<file path="config.mk">
export PLATFORM = sky130hd
export DESIGN_NAME = background_scroll_reader
export DESIGN_NICKNAME = d
export VERILOG_FILES = /design/src/rtl/bg_pkg.sv /design/src/rtl/bg_addr_gen.sv /design/src/rtl/background_scroll_reader.sv
export SDC_FILE = /design/constraint.sdc
export NUM_CORES = 1
export LEC_CHECK = 0
export BUFFER_PORTS_ARGS = -buffer_cell sky130_fd_sc_hd__buf_2
export CAP_MARGIN = 20
export CELL_PAD_IN_SITES_DETAIL_PLACEMENT = 1
export CELL_PAD_IN_SITES_GLOBAL_PLACEMENT = 2
export CORE_MARGIN = 1
export CORE_UTILIZATION = 38
export DETAILED_ROUTE_END_ITERATION = 12
export PLACE_DENSITY_LB_ADDON = 0.1
export SYNTH_ARGS = -nofsm -noshare
export SYNTH_HDL_FRONTEND = slang
export SYNTH_SLANG_ARGS = --single-unit
</file>
<file path="constraint.sdc">
create_clock -name pixelClOCK -period 11.8 [get_ports pixelClOCK]
set_input_delay 0.59 -clock pixelClOCK [delete_from_list [all_inputs] [get_ports pixelClOCK]]
set_output_delay 0.59 -clock pixelClOCK [all_outputs]
set_load 0.05 [all_outputs]
</file>
<file path="src/rtl/bg_pkg.sv">
// Shared constants and types for the background scroll reader.
// Image geometry, offset bus type and layer encoding.
package bg_pkg;

  localparam int IMG_W    = 640;
  localparam int IMG_H    = 480;
  localparam int ADDR_W   = 19;
  localparam int COLOR_W  = 8;
  localparam int SCREEN_W = 640;

  typedef logic [$clog2(SCREEN_W)-1:0] offset_t;

  typedef enum logic {
    COPY1 = 1'b0,
    COPY2 = 1'b1
  } layer_e;

endpackage

</file>
<file path="src/rtl/bg_addr_gen.sv">
// Frame-latched offset shadows and stage-1 address generation: layer select,
// column/row arithmetic with saturation and outside detection, shift-add ROM address.
module bg_addr_gen #(
  parameter int IMG_W  = bg_pkg::IMG_W,
  parameter int IMG_H  = bg_pkg::IMG_H,
  parameter int ADDR_W = bg_pkg::ADDR_W
) (
  input  logic              i_clk,
  input  logic              i_rst_n,
  input  logic              i_frame_start,
  input  logic [9:0]        i_pixel_x,
  input  logic [9:0]        i_pixel_y,
  input  logic              i_pixel_active,
  input  logic [9:0]        i_back1_x,
  input  logic [9:0]        i_back1_y,
  input  logic [9:0]        i_back2_x,
  input  logic [9:0]        i_back2_y,
  input  logic [9:0]        i_back1_skip_x,
  input  logic [9:0]        i_back2_skip_x,
  output logic [ADDR_W-1:0] o_rom_addr,
  output logic              o_layer,
  output logic              o_outside
);
  import bg_pkg::*;

  offset_t          r_b1x, r_b1y, r_b2x, r_b2y, r_b1skip, r_b2skip;
  logic [ADDR_W-1:0] r_rom_addr;
  layer_e           w_layer;
  logic [10:0]      w_col_raw;
  logic [10:0]      w_col;
  logic [10:0]      w_row;
  logic             w_outside;
  logic [ADDR_W-1:0] w_addr;

  // row * IMG_W as a sum of shifted rows, one term per set bit of IMG_W
  function automatic logic [ADDR_W-1:0] mul_img_w(input logic [10:0] row);
    logic [ADDR_W-1:0] acc;
    acc = '0;
    for (int b = 0; b < ADDR_W; b++) begin
      if (IMG_W[b]) acc = acc + (ADDR_W'(row) << b);
    end
    return acc;
  endfunction

  always_ff @(posedge i_clk or negedge i_rst_n) begin
    if (!i_rst_n) begin
      r_b1x    <= '0;
      r_b1y    <= '0;
      r_b2x    <= '0;
      r_b2y    <= '0;
      r_b1skip <= '0;
      r_b2skip <= '0;
    end else if (i_frame_start) begin
      r_b1x    <= i_back1_x;
      r_b1y    <= i_back1_y;
      r_b2x    <= i_back2_x;
      r_b2y    <= i_back2_y;
      r_b1skip <= i_back1_skip_x;
      r_b2skip <= i_back2_skip_x;
    end
  end

  always_comb begin
    w_layer   = (i_pixel_x >= r_b1x) ? COPY1 : COPY2;
    w_col_raw = '0;
    w_row     = '0;
    w_outside = 1'b0;
    if (w_layer == COPY1) begin
      w_col_raw = {1'b0, i_pixel_x} - {1'b0, r_b1x} + {1'b0, r_b1skip};
      w_row     = {1'b0, i_pixel_y} - {1'b0, r_b1y};
      w_outside = (i_pixel_y < r_b1y);
    end else begin
      w_col_raw = {1'b0, i_pixel_x} - {1'b0, r_b2x} + {1'b0, r_b2skip};
      w_row     = {1'b0, i_pixel_y} - {1'b0, r_b2y};
      w_outside = (i_pixel_x < r_b2x) || (i_pixel_y < r_b2y);
    end
    if (w_row >= 11'(IMG_H)) w_outside = 1'b1;
    w_col  = (w_col_raw >= 11'(IMG_W)) ? 11'(IMG_W - 1) : w_col_raw;
    w_addr = w_outside ? '0 : mul_img_w(w_row) + ADDR_W'(w_col);
  end

  // Blanking pixels leave the address untouched so the ROM sees no spurious reads
  always_ff @(posedge i_clk or negedge i_rst_n) begin
    if (!i_rst_n)            r_rom_addr <= '0;
    else if (i_pixel_active) r_rom_addr <= w_addr;
  end

  assign o_rom_addr = r_rom_addr;
  assign o_layer    = w_layer;
  assign o_outside  = w_outside;

endmodule

</file>
<file path="src/rtl/background_scroll_reader.sv">
// Background scroll read path: scan position -> ROM address -> aligned colour.
// Optional colour-key transparency output enabled by macro BG_COLORKEY_EN.
module background_scroll_reader #(
  parameter int IMG_W   = bg_pkg::IMG_W,
  parameter int IMG_H   = bg_pkg::IMG_H,
  parameter int ADDR_W  = bg_pkg::ADDR_W,
  parameter int COLOR_W = bg_pkg::COLOR_W,
  parameter int ROM_LAT = 1
`ifdef BG_COLORKEY_EN
  ,
  parameter logic [COLOR_W-1:0] KEY_COLOR = COLOR_W'(8'hE3)
`endif
) (
  input  logic               pixelClOCK,
  input  logic               RESETn,
  input  logic               frameStart,
  input  logic [9:0]         pixelX,
  input  logic [9:0]         pixelY,
  input  logic               pixelActive,
  input  logic [9:0]         BACK1X,
  input  logic [9:0]         BACK1Y,
  input  logic [9:0]         BACK2X,
  input  logic [9:0]         BACK2Y,
  input  logic [9:0]         BACK1SKIPX,
  input  logic [9:0]         BACK2SKIPX,
  output logic [ADDR_W-1:0]  romAddr,
  input  logic [COLOR_W-1:0] romData,
  output logic [COLOR_W-1:0] bgColor,
  output logic               bgValid,
  output logic               bgLayer
`ifdef BG_COLORKEY_EN
  ,
  output logic               bgOpaque
`endif
);
  import bg_pkg::*;

  logic               w_layer;
  logic               w_outside;
  logic [ROM_LAT:0]   r_act_d;
  logic [ROM_LAT:0]   r_layer_d;
  logic [ROM_LAT:0]   r_out_d;
  logic [COLOR_W-1:0] r_color;
  logic               r_valid;
  logic               r_layer;
  logic               w_show;

  bg_addr_gen #(
    .IMG_W  (IMG_W),
    .IMG_H  (IMG_H),
    .ADDR_W (ADDR_W)
  ) u_addr_gen (
    .i_clk          (pixelClOCK),
    .i_rst_n        (RESETn),
    .i_frame_start  (frameStart),
    .i_pixel_x      (pixelX),
    .i_pixel_y      (pixelY),
    .i_pixel_active (pixelActive),
    .i_back1_x      (BACK1X),
    .i_back1_y      (BACK1Y),
    .i_back2_x      (BACK2X),
    .i_back2_y      (BACK2Y),
    .i_back1_skip_x (BACK1SKIPX),
    .i_back2_skip_x (BACK2SKIPX),
    .o_rom_addr     (romAddr),
    .o_layer        (w_layer),
    .o_outside      (w_outside)
  );

  // Stage 0 captures alongside romAddr; the last stage lines up with romData
  always_ff @(posedge pixelClOCK or negedge RESETn) begin
    if (!RESETn) begin
      r_act_d   <= '0;
      r_layer_d <= '0;
      r_out_d   <= '0;
    end else begin
      r_act_d[0]   <= pixelActive;
      r_layer_d[0] <= w_layer;
      r_out_d[0]   <= w_outside;
      for (int i = 1; i <= ROM_LAT; i++) begin
        r_act_d[i]   <= r_act_d[i-1];
        r_layer_d[i] <= r_layer_d[i-1];
        r_out_d[i]   <= r_out_d[i-1];
      end
    end
  end

  assign w_show = r_act_d[ROM_LAT] && !r_out_d[ROM_LAT];

  always_ff @(posedge pixelClOCK or negedge RESETn) begin
    if (!RESETn) begin
      r_color <= '0;
      r_valid <= 1'b0;
      r_layer <= 1'b0;
    end else begin
      r_color <= w_show ? romData : '0;
      r_valid <= r_act_d[ROM_LAT];
      r_layer <= r_layer_d[ROM_LAT];
    end
  end

  assign bgColor = r_color;
  assign bgValid = r_valid;
  assign bgLayer = r_layer;

`ifdef BG_COLORKEY_EN
  logic r_opaque;

  always_ff @(posedge pixelClOCK or negedge RESETn) begin
    if (!RESETn) r_opaque <= 1'b0;
    else         r_opaque <= w_show && (romData != KEY_COLOR);
  end

  assign bgOpaque = r_opaque;
`endif

endmodule

</file>
== After elaboration in Yosys (flattened, before gate mapping) ==
Cells that the tools add are included.

* $add $sub $neg: 8
* Order comparisons: 6
* Muxes and demuxes: 8
* Reductions and logical operators: 3

{| class="wikitable"
|+ Operators with widths
! operator !! count
|-
| 10-bit by 10-bit subtractor with 11-bit output || 4
|-
| 11-bit two-way mux || 3
|-
| 10-bit less-than comparator || 3
|-
| 11-bit by 10-bit adder with 11-bit output || 2
|-
| 18-bit by 19-bit adder with 19-bit output || 1
|-
| 19-bit by 11-bit adder with 19-bit output || 1
|-
| 19-bit two-way mux || 1
|-
| 11-bit by 10-bit >= comparator with 1-bit output, second input constant || 1
|-
| 11-bit by 9-bit >= comparator with 1-bit output, second input constant || 1
|-
| 10-bit >= comparator || 1
|-
| 8-bit two-way mux || 1
|-
| 1-bit two-way mux || 3
|-
| 1-bit logical AND || 1
|-
| 1-bit logical NOT || 1
|-
| 1-bit logical OR || 1
|}

* Bits in registers: 95
* Input bits: 92
* Output and inout port bits: 29
* Word-level logic and storage cells: 38

== Logic depth before layout (Yosys ltp) ==
* Word-level depth: 7
* Gate-level depth with buffers: 24
* Mapped depth without buffers: 24

== Modules after synthesis ==
Synthesis repeated with hierarchy kept, for this count alone.

* Cell total of the unflattened synthesis: 781
* Area, all modules: 7094.3 um^2

{| class="wikitable"
|+ Modules (own cells, without submodules)
! module !! instances !! cells an instance !! area each (um^2) !! seq. area each (um^2)
|-
| bg_addr_gen || 1 || 757 || 6623.9 || 1976.9
|-
| background_scroll_reader || 1 || 24 || 470.5 || 400.4
|}

== Least setup slack after synthesis ==
No wires, ideal clock.

* Path type: in2reg
* Start point: input pixelX[1]
* End point: register u_addr_gen.r_rom_addr[18] (netlist: u_addr_gen.o_rom_addr[18])
* Library setup time: 0.078 ns
* Arrival time: 5.099 ns
* Required time: 11.722 ns
* Path slack: 6.623 ns
* Stages: 21
* Buffers on the path: 0
* Cell sequence: inv_1 fa_1 inv_1 fa_1 a21oi_1 nand4b_1 a31oi_1 a31oi_1 xnor2_1 o21ai_0 nand3_1 fa_1 fa_1 a21o_1 a211oi_1 nor2_1 o41ai_1 o21bai_1 a21oi_1 xor3_1 o2bb2ai_1

* Cells in the longest elaborated chain, start to end: 7

{| class="wikitable"
|+ RTL lines
! item !! RTL line !! RTL
|-
| start, declared || background_scroll_reader.sv:17 || <nowiki>input logic [9:0] pixelX,</nowiki>
|-
| 10-bit by 10-bit subtractor with 11-bit output (on tied branches) || bg_addr_gen.sv:73, bg_addr_gen.sv:69 ||
|-
| 11-bit by 10-bit adder with 11-bit output (on tied branches) || bg_addr_gen.sv:73, bg_addr_gen.sv:69 ||
|-
| 11-bit two-way mux || bg_addr_gen.sv:68 || <nowiki>if (w_layer == COPY1) begin</nowiki>
|-
| 11-bit by 10-bit >= comparator with 1-bit output || bg_addr_gen.sv:78 || <nowiki>w_col = (w_col_raw >= 11'(IMG_W)) ? 11'(IMG_W - 1) : w_col_raw;</nowiki>
|-
| 11-bit two-way mux || bg_addr_gen.sv:78 ||
|-
| 19-bit by 11-bit adder with 19-bit output || bg_addr_gen.sv:79 || <nowiki>w_addr = w_outside ? '0 : mul_img_w(w_row) + ADDR_W'(w_col);</nowiki>
|-
| 19-bit two-way mux (*) || bg_addr_gen.sv:79 ||
|-
| end signal, assigned || bg_addr_gen.sv:85 || <nowiki>else if (i_pixel_active) r_rom_addr <= w_addr;</nowiki>
|-
| end, declared || bg_addr_gen.sv:27 || <nowiki>logic [ADDR_W-1:0] r_rom_addr;</nowiki>
|}

Every way passes the cells marked *; elsewhere a longest branch is shown, timed or not.
A chain may end at the register's enable or synchronous reset.

== Worst setup path in the final report ==
Ends and elaborated chain as after synthesis.

==> impl_metrics.env <==
export IMPL_total_power_mw=1.41
export IMPL_post_cts_resized=0
export IMPL_leakage_nw=4.23
export IMPL_cp_end_kind="register"
export IMPL_cpPeakStageDelay_ps=550
export IMPL_finalHoldViolations=0
export IMPL_synth_largest_area_cell="dfrtp_1"
export IMPL_vias=5622
export IMPL_port_buffers=120
export IMPL_gp_congestion=0.864
export IMPL_start_util=0.388
export IMPL_wl_per_cell_um=16.7
export IMPL_dieArea_mm2=0.0189
export IMPL_grt_max_degree=70
export IMPL_cap_violations=0
export IMPL_drtIter0Drc=134
export IMPL_synth_cells=757
export IMPL_first_pass_iters=4
export IMPL_holdBufCountCts=0
export IMPL_hold_path_class="primary input to asynchronous set/reset pin"
export IMPL_outcome="finished clean"
export IMPL_dieWidth_um=137
export IMPL_path_common_cell="fa_1"
export IMPL_area_growth_pct=16.1
export IMPL_r2r_setup_slack_ps=6340
export IMPL_synth_seq_cells=95
export IMPL_numCtsBuffers=9
export IMPL_synth_edf_count=0
export IMPL_yosysSeqAreaShare=0.341
export IMPL_synth_cell_type_count=60
export IMPL_crit_path_start_kind="primary input"
export IMPL_ys_warn_count=0
export IMPL_final_core_util=0.450
export IMPL_synth_top_area_frac=0.341
export IMPL_grt_pass1_vias=6137
export IMPL_crit_path_cell_trace="buf_2 -> inv_1 -> fa_1 -> inv_1 -> fa_1 -> a21oi_1 -> nand4b_1 -> a31oi_1 -> a31oi_1 -> xnor2_1 -> o21ai_0 -> nand3_1 -> nor2_1 -> ha_1 -> ha_1 -> fa_1 -> a21o_1 -> a211oi_1 -> nor2_1 -> o41ai_1 -> o21bai_1 -> a21oi_1 -> xor3_1 -> o2bb2ai_1"
export IMPL_worstPathMaxFanout=3
export IMPL_p_per_area_mw_per_mm2=174
export IMPL_period_needed_ps=5520
export IMPL_cts_sinks=95
export IMPL_cts_buffer_depth=2
export IMPL_cts_clk_slew_worst_paths_ps=70
export IMPL_arrival_ps=5800
export IMPL_cts_root_buf="clkbuf_16"
export IMPL_place_area_mm2=0.00777
export IMPL_synthArstFlopShare=1.00
export IMPL_ys_flop_type="dfrtp_1"
export IMPL_grt_total_usage=0.210
export IMPL_r2r_start="u_addr_gen.r_b1skip[1]"
export IMPL_relSlewSlack=0.440
export IMPL_postLayoutCellArea_mm2=0.00808
export IMPL_cp_required_ps=12080
export IMPL_r2r_end="u_addr_gen.o_rom_addr[18]"
export IMPL_dp_hpwl_um=14900
export IMPL_ios=121
export IMPL_nets=1066
export IMPL_fp_dieH_um=137
export IMPL_tightest_slew_ps=840
export IMPL_cts_tree="built"
export IMPL_ant_nets=0
export IMPL_clock_latency_ps=350
export IMPL_reg2reg_depth=23
export IMPL_post_cts_repair_setup_buffers=0
export IMPL_routed_wl_um=18400
export IMPL_slew_viol_final=0
export IMPL_layout_drive_gt1_share=0.183
export IMPL_rows=49
export IMPL_syn_nets=954
export IMPL_fin_skew_ps=7.52
export IMPL_viasPerCell=5.10
export IMPL_antenna_found_initial=0
export IMPL_period_share=0.468
export IMPL_path_class="primary input to register"
export IMPL_synth_cell_area_mm2=0.00696
export IMPL_grt_ovfl_total=0
export IMPL_crit_slowest_cell="fa_1"
export IMPL_synth_area_leaders="dfrtp_1 34%, ha_1 15%, fa_1 6.9%, inv_1 6.2%, nand2_1 5.0%"
export IMPL_rsz0062_at_grt="false"
export IMPL_fmaxAchievable_mhz=181
export IMPL_grt_pass1_wl_um=30200
export IMPL_postSynthAreaPerCell_um2=9.20
export IMPL_route_detailed_drc=0
export IMPL_finalSetupViolCount=0
export IMPL_synthTopCellsByCount="115 x inv_1, 95 x dfrtp_1, 92 x nand2_1, 81 x ha_1, 69 x o21ai_0"
export IMPL_fp_coreArea_mm2=0.0180
export IMPL_yosysMostFrequentCell="inv_1"
export IMPL_peakVddDrop_uv=95.0
export IMPL_insertedDiodeCount=0
export IMPL_htree_levels=3
export IMPL_fin_setup_tns_ps=0
[critical path: cells and delay by family]
family	cells	cell delay, ps
buffers and inverters	3	260
and+or+nand+nor	4	600
AOI/OAI and AO/OA	10	2130
xor gates and xnor gates	2	330
adders and majority gates	5	1870
[where the power goes]
part | switching, mW | internal [mW]
Clock | 0.133 | 0.176
Sequential | 0.0146 | 0.356
Combinational | 0.428 | 0.298
Total | 0.576 | 0.830
[cell families after synthesis]
logic type / synth area share
AO/OA/AOI/OAI: 0.179
AND/OR/NAND/NOR: 0.116
buffers and inverters: 0.0757
adder cells (fa/ha/maj): 0.215
flip-flops: 0.341
XOR/XNOR: 0.0512
multiplexers: 0.0217
[cell usage in the layout, fill, tap and decap left out, types with 3 or more instances in the layout]
cell type / count
nor3_1: 8
buf_2: 118
nor2_1: 27
o21ai_1: 3
clkbuf_16: 9
nor4_1: 3
xor2_1: 23
mux2i_1: 5
buf_4: 4
ha_1: 81
nand2_1: 92
mux2_2: 9
a31oi_1: 9
nand4_1: 6
inv_1: 115
a21o_1: 19
fa_1: 24
o211ai_1: 5
o2bb2ai_1: 12
and2_1: 9
o41ai_1: 3
nand3_1: 10
o21ai_0: 69
o21a_1: 6
a211oi_1: 4
a21oi_1: 29
o21bai_1: 5
nand3b_1: 3
xnor2_1: 15
nor2b_1: 5
a32oi_1: 8
dfrtp_1: 95
nand2b_1: 3
[how the worst max path moves through the flow]
stage / startpoint / end / slack [ps] / cells past startpoint
6_report: pixelX[1] / u_addr_gen.o_rom_addr[18] / 6280 / 24
5_1_grt: pixelX[1] / u_addr_gen.o_rom_addr[18] / 5870 / 24
4_1_cts: pixelX[1] / u_addr_gen.o_rom_addr[18] / 6270 / 24
3_5_place_dp: pixelX[1] / u_addr_gen.o_rom_addr[18] / 5920 / 24
3_3_place_gp: pixelX[1] / u_addr_gen.o_rom_addr[18] / 6080 / 24
2_1_floorplan: pixelX[1] / u_addr_gen.o_rom_addr[18] / 6620 / 21
[through the flow]
step           hold WS [ps]  cells  worst slack, ps
6_report                236   1103             6280
5_1_grt                 303   1103             5870
4_1_cts                 264   1103             6270
3_5_place_dp            338   1087             5920
3_3_place_gp            332   1087             6080
2_1_floorplan           294    757             6620
[sequential cells by signal, indices dropped and copies added (netlist names)]
name	flops
u_addr_gen.r_b2skip	10
bgValid	1
u_addr_gen.o_rom_addr	19
u_addr_gen.r_b1y	10
u_addr_gen.r_b2y	10
r_layer_d	2
r_act_d	2
u_addr_gen.r_b1x	10
r_out_d	2
bgColor	8
u_addr_gen.r_b1skip	10
bgLayer	1
u_addr_gen.r_b2x	10
[layout make-up]
type	instances	area [µm²]
Fill cell	2146	9880
Multi-Input combinational cell	526	4060
Sequential cell	95	2380
Timing Repair Buffer	122	621
Inverter	115	432
Tap cell	229	287
Clock buffer	11	253
Clock inverter	5	56.3
[metal layers]
layer | wire [µm] | vias to the layer above | GRT usage
li1 | - | 2787 | -
met1 | 7690 | 2740 | 0.240
met2 | 9920 | 73 | 0.397
met3 | 416 | 22 | 0.0269
met4 | 350 | 0 | 0.0720
met5 | 0 | - | 0
(Power assumes the default switching activity.)
